`config.mk`:
```
export PLATFORM = sky130hd
export DESIGN_NAME = bloom_ctrl
export DESIGN_NICKNAME = d
export VERILOG_FILES = /design/src/rtl/bloom_ctrl.sv
export SDC_FILE = /design/constraint.sdc
export NUM_CORES = 1
export LEC_CHECK = 0
export ABC_CLOCK_PERIOD_IN_PS = 5200
export CELL_PAD_IN_SITES_DETAIL_PLACEMENT = 0
export CELL_PAD_IN_SITES_GLOBAL_PLACEMENT = 1
export CORE_MARGIN = 4
export CORE_UTILIZATION = 34
export DETAILED_ROUTE_END_ITERATION = 6
export GPL_TIMING_DRIVEN = 0
export PLACE_DENSITY = 0.88
export SYNTH_ARGS = -nofsm -noshare
export SYNTH_HDL_FRONTEND = slang
export SYNTH_SLANG_ARGS = --single-unit
```
`constraint.sdc`:
```
create_clock -name clk_i -period 5.2 [get_ports clk_i]
set_clock_uncertainty 0.2 [all_clocks]
set_input_delay 0.52 -clock clk_i [delete_from_list [all_inputs] [get_ports clk_i]]
set_output_delay 0.52 -clock clk_i [all_outputs]
set_load 0.01 [all_outputs]
```
`src/rtl/bloom_ctrl.sv`:
```
`timescale 1ns/1ps
// -----------------------------------------------------------------------------
// bloom_ctrl
//
// Sequencer for the Bloom-filter custom instructions issued from EX:
//   INSERT (op 00) : set NUM_HASH bits derived from rs1
//   CHECK  (op 01) : test those bits, result 1 only if all are set
//   CLEAR  (op 10) : zero the whole bit array
//   op 11          : illegal, answered immediately with resp_err_o
//
// The bit array lives in an external single-port RAM of NUM_WORDS 32-bit
// words. Its read data arrives the cycle after the read strobe, and a write
// is visible to a read strobe issued on the following cycle.
//
// Bit indices use double hashing:
//   h1 = rs1[B-1:0] ^ rs1[31:32-B], h2 = rs1[B+7:8] | 1
//   idx_0 = h1, idx_k+1 = idx_k + h2 (mod 2^B)
// The word address is idx[B-1:5] and the bit within the word is idx[4:0].
//
// After reset the controller sweeps the array to zero. It accepts no request
// until the sweep is done.
//
// Ports:
//   clk_i, rst_ni        clock, asynchronous active-low reset
//   req_valid_i/ready_o  request handshake, accepted when both are high
//   op_i, rs1_i          opcode and element, sampled only at accept
//   resp_valid_o         one-cycle completion pulse, no backpressure
//   resp_result_o        CHECK match flag in bit 0, zero for all other ops
//   resp_err_o           high with resp_valid_o for an illegal opcode
//   mem_req_o/we_o       RAM strobe and write enable
//   mem_addr_o           RAM word address
//   mem_wdata_o          RAM write data
//   mem_rdata_i          RAM read data, valid the cycle after a read strobe
// -----------------------------------------------------------------------------
module bloom_ctrl #(
  parameter int BITS_LOG2 = 10,
  parameter int NUM_HASH  = 3
) (
  input  logic                 clk_i,
  input  logic                 rst_ni,
  input  logic                 req_valid_i,
  output logic                 req_ready_o,
  input  logic [1:0]           op_i,
  input  logic [31:0]          rs1_i,
  output logic                 resp_valid_o,
  output logic [31:0]          resp_result_o,
  output logic                 resp_err_o,
  output logic                 mem_req_o,
  output logic                 mem_we_o,
  output logic [BITS_LOG2-6:0] mem_addr_o,
  output logic [31:0]          mem_wdata_o,
  input  logic [31:0]          mem_rdata_i
);

  localparam int AW        = BITS_LOG2 - 5;
  localparam int NUM_WORDS = 1 << AW;
  localparam int WC_W      = AW + 1;
  localparam int HC_W      = 4;

  localparam logic [1:0] OP_INSERT = 2'b00;
  localparam logic [1:0] OP_CHECK  = 2'b01;
  localparam logic [1:0] OP_CLEAR  = 2'b10;

  typedef enum logic [2:0] {
    INIT = 3'd0,
    IDLE = 3'd1,
    RD   = 3'd2,
    MOD  = 3'd3,
    TST  = 3'd4,
    CLR  = 3'd5,
    DONE = 3'd6
  } state_t;

  // State and capture registers
  state_t              state_reg, state_next;
  logic [WC_W-1:0]     wcnt_reg, wcnt_next;
  logic [1:0]          op_reg, op_next;
  logic [BITS_LOG2-1:0] h2_reg, h2_next;
  logic [BITS_LOG2-1:0] idx_reg, idx_next;
  logic [HC_W-1:0]     hcnt_reg, hcnt_next;

  // Registered outputs
  logic                ready_reg, ready_next;
  logic                resp_valid_reg, resp_valid_next;
  logic                result_reg, result_next;
  logic                err_reg, err_next;
  logic                mem_req_reg, mem_req_next;
  logic                mem_we_reg, mem_we_next;
  logic [AW-1:0]       mem_addr_reg, mem_addr_next;

  // Hashes of the incoming element, used only in the accept cycle
  logic [BITS_LOG2-1:0] acc_h1;
  logic [BITS_LOG2-1:0] acc_h2;
  assign acc_h1 = rs1_i[BITS_LOG2-1:0] ^ rs1_i[31:32-BITS_LOG2];
  assign acc_h2 = rs1_i[BITS_LOG2+7:8] | BITS_LOG2'(1);

  // Some rs1 bits feed neither hash for smaller filters.
  logic unused_rs1;
  assign unused_rs1 = ^rs1_i;

  // Next index in the double-hash sequence; wraps at 2^BITS_LOG2 by width.
  logic [BITS_LOG2-1:0] idx_adv;
  assign idx_adv = idx_reg + h2_reg;

  logic last_hash;
  assign last_hash = (hcnt_reg == HC_W'(NUM_HASH - 1));

  logic sweep_done;
  assign sweep_done = (wcnt_reg == WC_W'(NUM_WORDS));

  // One-hot mask of the selected bit within the current word
  logic [31:0] bit_mask;
  genvar gi;
  generate
    for (gi = 0; gi < 32; gi++) begin : g_mask
      assign bit_mask[gi] = (idx_reg[4:0] == 5'(gi));
    end
  endgenerate

  // In TST the word read during RD is on mem_rdata_i.
  logic bit_set;
  assign bit_set = |(mem_rdata_i & bit_mask);

  // --------------------------------------------------------------------------
  // State register
  // --------------------------------------------------------------------------
  always_ff @(posedge clk_i or negedge rst_ni) begin
    if (!rst_ni) begin
      state_reg      <= INIT;
      wcnt_reg       <= '0;
      op_reg         <= '0;
      h2_reg         <= '0;
      idx_reg        <= '0;
      hcnt_reg       <= '0;
      ready_reg      <= 1'b0;
      resp_valid_reg <= 1'b0;
      result_reg     <= 1'b0;
      err_reg        <= 1'b0;
      mem_req_reg    <= 1'b0;
      mem_we_reg     <= 1'b0;
      mem_addr_reg   <= '0;
    end else begin
      state_reg      <= state_next;
      wcnt_reg       <= wcnt_next;
      op_reg         <= op_next;
      h2_reg         <= h2_next;
      idx_reg        <= idx_next;
      hcnt_reg       <= hcnt_next;
      ready_reg      <= ready_next;
      resp_valid_reg <= resp_valid_next;
      result_reg     <= result_next;
      err_reg        <= err_next;
      mem_req_reg    <= mem_req_next;
      mem_we_reg     <= mem_we_next;
      mem_addr_reg   <= mem_addr_next;
    end
  end

  // --------------------------------------------------------------------------
  // Next-state and output logic.
  // The output registers are loaded with the values for the state being
  // entered, so they match state_reg throughout each cycle.
  // --------------------------------------------------------------------------
  always_comb begin
    state_next      = state_reg;
    wcnt_next       = wcnt_reg;
    op_next         = op_reg;
    h2_next         = h2_reg;
    idx_next        = idx_reg;
    hcnt_next       = hcnt_reg;
    ready_next      = 1'b0;
    resp_valid_next = 1'b0;
    result_next     = 1'b0;
    err_next        = 1'b0;
    mem_req_next    = 1'b0;
    mem_we_next     = 1'b0;
    mem_addr_next   = '0;

    case (state_reg)
      // Zero sweep. wcnt counts the words already issued. The write for word
      // wcnt is loaded here and appears on the bus in the next cycle.
      INIT, CLR: begin
        if (sweep_done) begin
          wcnt_next = '0;
          if (state_reg == INIT) begin
            state_next = IDLE;
            ready_next = 1'b1;
          end else begin
            state_next      = DONE;
            resp_valid_next = 1'b1;
          end
        end else begin
          mem_req_next  = 1'b1;
          mem_we_next   = 1'b1;
          mem_addr_next = wcnt_reg[AW-1:0];
          wcnt_next     = wcnt_reg + 1'b1;
        end
      end

      IDLE: begin
        ready_next = 1'b1;
        if (req_valid_i) begin
          ready_next = 1'b0;
          op_next    = op_i;
          h2_next    = acc_h2;
          idx_next   = acc_h1;
          hcnt_next  = '0;
          case (op_i)
            OP_INSERT, OP_CHECK: begin
              state_next    = RD;
              mem_req_next  = 1'b1;
              mem_addr_next = acc_h1[BITS_LOG2-1:5];
            end
            OP_CLEAR: begin
              // Word 0 goes out in the first CLR cycle, so the sweep takes
              // exactly NUM_WORDS cycles.
              state_next    = CLR;
              mem_req_next  = 1'b1;
              mem_we_next   = 1'b1;
              mem_addr_next = '0;
              wcnt_next     = WC_W'(1);
            end
            default: begin
              state_next      = DONE;
              resp_valid_next = 1'b1;
              err_next        = 1'b1;
            end
          endcase
        end
      end

      // A read strobe is on the bus this cycle. INSERT follows it with a
      // write to the same word. CHECK waits one cycle for the read data.
      RD: begin
        if (op_reg == OP_INSERT) begin
          state_next    = MOD;
          mem_req_next  = 1'b1;
          mem_we_next   = 1'b1;
          mem_addr_next = idx_reg[BITS_LOG2-1:5];
        end else begin
          state_next = TST;
        end
      end

      MOD: begin
        if (last_hash) begin
          state_next      = DONE;
          resp_valid_next = 1'b1;
        end else begin
          state_next    = RD;
          idx_next      = idx_adv;
          hcnt_next     = hcnt_reg + 1'b1;
          mem_req_next  = 1'b1;
          mem_addr_next = idx_adv[BITS_LOG2-1:5];
        end
      end

      // A clear bit settles the CHECK at once. No further reads are issued.
      TST: begin
        if (!bit_set) begin
          state_next      = DONE;
          resp_valid_next = 1'b1;
        end else if (last_hash) begin
          state_next      = DONE;
          resp_valid_next = 1'b1;
          result_next     = 1'b1;
        end else begin
          state_next    = RD;
          idx_next      = idx_adv;
          hcnt_next     = hcnt_reg + 1'b1;
          mem_req_next  = 1'b1;
          mem_addr_next = idx_adv[BITS_LOG2-1:5];
        end
      end

      DONE: begin
        state_next = IDLE;
        ready_next = 1'b1;
      end

      default: begin
        state_next = INIT;
        wcnt_next  = '0;
      end
    endcase
  end

  // --------------------------------------------------------------------------
  // Outputs
  // --------------------------------------------------------------------------
  assign req_ready_o   = ready_reg;
  assign resp_valid_o  = resp_valid_reg;
  assign resp_result_o = {31'b0, result_reg};
  assign resp_err_o    = err_reg;
  assign mem_req_o     = mem_req_reg;
  assign mem_we_o      = mem_we_reg;
  assign mem_addr_o    = mem_addr_reg;

  // The MOD write merges the bit into the word the RAM returns in this same
  // cycle, so the write data cannot be registered. Sweeps write zero.
  assign mem_wdata_o = (state_reg == MOD) ? (mem_rdata_i | bit_mask) : 32'h0;

endmodule

```
-- Word-level counts from Yosys, hierarchy flattened
Cells that the tools add are included.
- $add $sub $neg: 3
- order comparisons: 0
- bitwise gates (word level): 4
- shifts and indexed selects: 0
- multiply operators: 0
- reductions and logical operators: 14
- equality and inequality tests: 45
- divide/modulo/power cells: 0
- muxes and demuxes: 52
- operator list (kind ; count):
    $eq 5x5->1 const B ; 16
    $eq 5x4->1 const B ; 8
    $and 32x32->32 ; 1
    $mux 32 ; 1
    $or 32x32->32 ; 1
    $reduce_or 32->1 ; 1
    $mux 10 ; 3
    $mux 5 ; 6
    $pmux 10 s3 ; 1
    $pmux 5 s5 ; 1
    $eq 5x3->1 const B ; 4
    $mux 1 ; 20
    $mux 3 ; 6
    $mux 6 ; 3
    $pmux 3 s6 ; 1
    $pmux 6 s3 ; 1
    $mux 4 ; 3
    $pmux 4 s3 ; 1
    $add 10x10->10 ; 1
    $eq 5x2->1 const B ; 2
    $xor 10x10->10 ; 1
    $eq 3x3->1 const B ; 3
    $ne 2x2->1 const B ; 4
    $add 6x1->6 const B ; 1
    22 further kinds ; 28
- bits of input ports: 69
- memory bits (read-only): 0
- bits in registers: 46
- word-level logic and storage cells: 131
- bits in latches: 0
- memory bits (writable): 0
- output and inout port bits: 74
- memories: 0

-- Logic depth before layout (Yosys ltp)
- depth after elaboration: 5
- depth in mapped cells: 10

-- Worst setup path before layout
Ideal clock, no wire load.
- path type: reg-to-reg
- start: register idx_reg[3]
- end: register idx_reg[5]
- path slack: 2630 ps
- arrival: 2223 ps
- required time: 4853 ps
- period minus slack after synthesis: 2570 ps
- stages on the path, launching flop included: 10
- setup time: 147 ps
- path through: dfrtp_1 buf_4 mux2_4 a221oi_2 nor4_1 a311o_1 nor3b_4 a211o_1 buf_2 o221ai_1
- longest elaborated chain between the ends: 5
- ends and longest elaborated chain (what ; RTL line ; text):
    start, declared ; 79 ; logic [BITS_LOG2-1:0] idx_reg, idx_next;
    start signal, assigned ; 147 ; idx_reg <= idx_next;
    branches (longest 5 deep; another with $add 10x10->10) ; n/a ;
Several ways; the timed one is not identified. The select of a mux whose other input is x is not followed.
A chain may end at the register's enable or synchronous reset.

-- Final worst setup path
- start: register idx_reg[4]
- end: output mem_wdata_o[1]
- longest elaborated chain between the ends: 3
- ends and longest elaborated chain (what ; RTL line ; text):
    $eq 5x1->1 ; 116 ; assign bit_mask[gi] = (idx_reg[4:0] == 5'(gi));
    $or 32x32->32 ; 301 ; assign mem_wdata_o = (state_reg == MOD) ? (mem_rdata_i | bit_mask) : 32'h0;
    $mux 32 ; 301 ;
    end, declared ; 51 ; output logic [31:0] mem_wdata_o,
Every way passes these cells.

==> results.md <==
- In this run, synthesis inferred 0 flip-flops with an integrated enable.
- Among all flip-flop cells after synthesis, the most frequent one is sky130_fd_sc_hd__dfrtp_1.
- Timing would allow up to 0.301 GHz.
- The initial antenna violation count is 0.
- Across the VDD grid, the largest voltage drop is 0.181 mV.
- The endpoint required time on the critical path is 4480 ps.
- The total global-route track usage is 0.182.
- Along the worst path, the maximum fanout reaches 10.
- In the layout the commonest cells are 106 x sky130_fd_sc_hd__clkdlybuf4s50_1, 66 x sky130_fd_sc_hd__nor2_1, 55 x sky130_fd_sc_hd__nand2_1.
- Once the clock tree was built, the setup fixing pass inserted 0 buffers.
- The worst hold path was traced through 2 stages.
- After detailed routing, the number of remaining DRC violations is 0.
- The placeable core region is 10400 um2.
- The number of vias per cell is 5.18.
- Counting along the longest clock path gives a buffer depth of 2.
- The combinational fraction of design power is 0.649.
- The setup violation total in the final timing report is 0.
- STA classifies the critical path startpoint as a flip-flop.
- Dividing total power by cell area gives a power density of 491 nW/um2.
- Once detailed placement completed, the half-perimeter wirelength came to 9430 um.
- met2 is the most crowded layer.
- The final total negative setup slack is 0 ps.
- The count of cells in the finished layout, fillers not included, comes to 749.
- Hold is met by 289 ps.
- The share of total power dissipated in sequential elements is 0.245.
- The first global-routing pass estimated 19000 um of wire.
- Of the total power, the share spent switching nets is 0.475.
- In this run the static leakage power is 2.24 nW.
- The count of nets left with antenna violations once routing finished came out at 0.
- Once routing completed, OpenROAD measured the worst setup slack at 1880 ps.
- The worst setup path is of the flip-flop to output pin kind.
- The root buffer cell chosen for the clock tree is sky130_fd_sc_hd__clkbuf_8.
- The number of global-route vias before repair came to 3790.
- For the pin with the worst max-slew slack, the measured transition is 946 ps.
- The die covers 12500 um2.
- The TritonCTS buffer count is 5.
- The library cell used most frequently in the layout, excluding fill and tap cells, is sky130_fd_sc_hd__clkdlybuf4s50_1.
- After synthesis the cells add up to 3670 um2.
- The number of hold violations in the final report was 0.
- After detailed routing, the total wire length is 11700 um.
- The met1 demand-to-capacity share in global routing is 0.244.
- The normalized max-slew margin is 0.364.
- The share of total power dissipated in the clock network is 0.106.
- At the placement stage, the worst setup path has a slack of 1930 ps.
- The max-slew violation count is 0.
- The total internal power is 1.33 mW.
- The floorplan step set the die width to 112 um.
- At the end of routability-driven placement, the weighted congestion stood at 0.860.
- The first TritonRoute pass finished after 5 iterations.
- The worst path in the final design needs a cycle of 3320 ps, including I/O delays and setup.
- The initial utilization of the core area, before any placement, comes to 0.352.
- In the synthesized netlist, the number of instances is 466.
- Setup repair after global routing left no endpoint under its margin.
- Dividing the detail-routed wire length by the instance count gives 15.6 um.
- For this block, the initial DRC count from the detailed router was 266.
- The proportion of synthesized flip-flops having asynchronous set or reset is 1.00.
- The total overflow left after global routing is 0.
- The max-capacitance violation count is 0.
- The finished cells cover 5160 um2.
- The worst setup path is captured at an output pin.
- After synthesis the netlist holds a flip-flop and latch count of 46.
- A synthesized cell averages 7.88 um2.
- The share of the Yosys chip area taken by registers is 0.314.
- The number of placed instances, taps included, is 740.
- The signed area change from the synthesized netlist to the final layout is 40.5%.
- Clock-pin slew was measured on the worst setup and hold paths at 90 ps.
- The worst endpoint data arrival time is 2600 ps.
- The pin count of the biggest net entering global routing is 27.
- The slowest stage of the critical path is the sky130_fd_sc_hd__clkdlybuf4s50_1 cell.
- The run finished with clean final reports.
- The via total after detailed routing is 3880.
- For this run, global-route usage on met2 was measured as 0.319.
- Once the clock tree was built, the resizer swapped 0 gates to a different size.
- The TritonCTS clock tree is yes.
- The largest single stage delay on the critical path is 550 ps.
- The worst register-to-register path has a depth of 8.
- The die height is 112 um.
- Input and output buffers added on the ports amount to 107.
- The number of nets at the end of the flow is 695.
- The signal on the critical path passes through buf_2, clkbuf_1, nor3_1, a21oi_1, nor2_1, clkdlybuf4s50_1.
- The row count is 37.
- After detailed placement, the total cell area comes to 5040 um2.
- Summed over all nets, the switching power comes to 1.20 mW.
- The number of synthesis warnings is 0.
- At the later pin of the worst-skew pair, clock insertion delay measures 290 ps.
- The netlist uses 64 different library cells.
- The count of antenna diodes in the layout is 0.
- For met3 alone, demand over resource in global routing was 0.0185.
- Of the cells placed in the final design, the portion with a size suffix greater than 1 is 0.0914.
- The path class of the tightest hold or removal check is flip-flop to flip-flop.
- Dividing the final minimum period by the clock period gives 0.639.
- The maximum level of the CTS H-tree is 2.
- Counting every sink on the clock net gives 46.
- The number of primary I/O pins is 143.
what timing repair did:
action                                  4_1_cts  5_1_grt
hold buffers                                  1        0
endpoints found under the setup margin        0        0
hold endpoints to repair                      9        0
cells by family after synthesis:
family                     count (synthesis)  synth area share
buffers and inverters                     69             0.106
other                                      1           0.00102
muxes                                     10            0.0331
adders and majority gates                 15            0.0525
DFF                                       46             0.314
AOI/OAI and AO/OA                        135             0.233
xor gates and xnor gates                  16            0.0382
and+or+nand+nor                          174             0.223
cell usage after synthesis, types with 3 or more instances:
library cell / count / area [um2]
sky130_fd_sc_hd__nor3_1: 8 / 40.0
sky130_fd_sc_hd__clkbuf_1: 14 / 52.6
sky130_fd_sc_hd__a222oi_1: 3 / 30.0
sky130_fd_sc_hd__a221o_1: 3 / 30.0
sky130_fd_sc_hd__buf_4: 33 / 248
sky130_fd_sc_hd__nand4_1: 3 / 18.8
sky130_fd_sc_hd__nand3_1: 4 / 20.0
sky130_fd_sc_hd__or3_1: 3 / 18.8
sky130_fd_sc_hd__and3_1: 7 / 43.8
sky130_fd_sc_hd__a211oi_1: 6 / 45.0
sky130_fd_sc_hd__nand3b_1: 3 / 22.5
sky130_fd_sc_hd__ha_1: 13 / 163
sky130_fd_sc_hd__nand2b_1: 5 / 31.3
sky130_fd_sc_hd__a22o_1: 4 / 35.0
sky130_fd_sc_hd__xor2_1: 5 / 43.8
sky130_fd_sc_hd__buf_2: 5 / 25.0
sky130_fd_sc_hd__xnor2_1: 11 / 96.3
sky130_fd_sc_hd__o21ai_0: 20 / 100
sky130_fd_sc_hd__nor4_1: 4 / 25.0
sky130_fd_sc_hd__inv_1: 16 / 60.1
sky130_fd_sc_hd__a21oi_1: 47 / 235
sky130_fd_sc_hd__nand2_1: 55 / 206
sky130_fd_sc_hd__nor2_1: 66 / 248
sky130_fd_sc_hd__o21ai_1: 12 / 60.1
sky130_fd_sc_hd__dfrtp_1: 46 / 1150
sky130_fd_sc_hd__nor2b_1: 3 / 18.8
sky130_fd_sc_hd__o21a_1: 3 / 22.5
sky130_fd_sc_hd__mux2i_1: 5 / 50.1
sky130_fd_sc_hd__o31ai_1: 5 / 37.5
sky130_fd_sc_hd__a31oi_1: 9 / 56.3
sky130_fd_sc_hd__o221ai_1: 4 / 35.0
metrics by stage:
| stage | power (mW) | utilization |
|---|---|---|
| CTS | 2.52 | 0.495 |
| floorplan | 1.75 | - |
| global route | 2.74 | 0.495 |
| finish | 2.53 | 0.495 |
| detailed placement | 2.25 | 0.484 |
| global placement | 2.22 | 0.482 |
area by class of cell:
cell class	count	area (um2)
clock inverter	1	30.0
timing repair buffer	109	1100
inverter	17	63.8
multi-input combinational	381	2240
tap	136	170
buffer	52	325
fill	1017	5260
clock buffer	7	76.3
sequential	46	1150
metal layers:
layer	part of all wire	vias to the layer above
met1	0.45	1858
li1	-	1890
met4	0.013	0
met3	0.039	16
met5	0	-
met2	0.50	116
worst paths after layout:
check                      startpoint  slack [ps]             end
hold / removal              h2_reg[2]         290       h2_reg[2]
hold reg to reg             h2_reg[2]         290       h2_reg[2]
setup / recovery           idx_reg[4]        1880  mem_wdata_o[1]
max in group asynchronous      rst_ni        3770     hcnt_reg[3]
setup reg to reg           idx_reg[2]        2120      idx_reg[4]
min in group asynchronous      rst_ni         520   mem_addr_o[4]
critical path, delay by kind of cell (launching register included):
family / cells / cell delay (ps)
buffers and inverters: 3 / 1040
AO/OA/AOI/OAI: 1 / 140
AND/OR/NAND/NOR: 2 / 630
flip-flops: 1 / 480
power by group through the flow:
stage	registers [mW]	logic [mW]	clock network (mW)
5_1_grt	0.639	1.81	0.288
6_report	0.621	1.64	0.268
4_1_cts	0.620	1.63	0.275
2_1_floorplan	0.603	1.14	0
3_5_place_dp	0.627	1.62	0
3_3_place_gp	0.620	1.60	0
No activity file was read; power rests on OpenSTA's default activity.
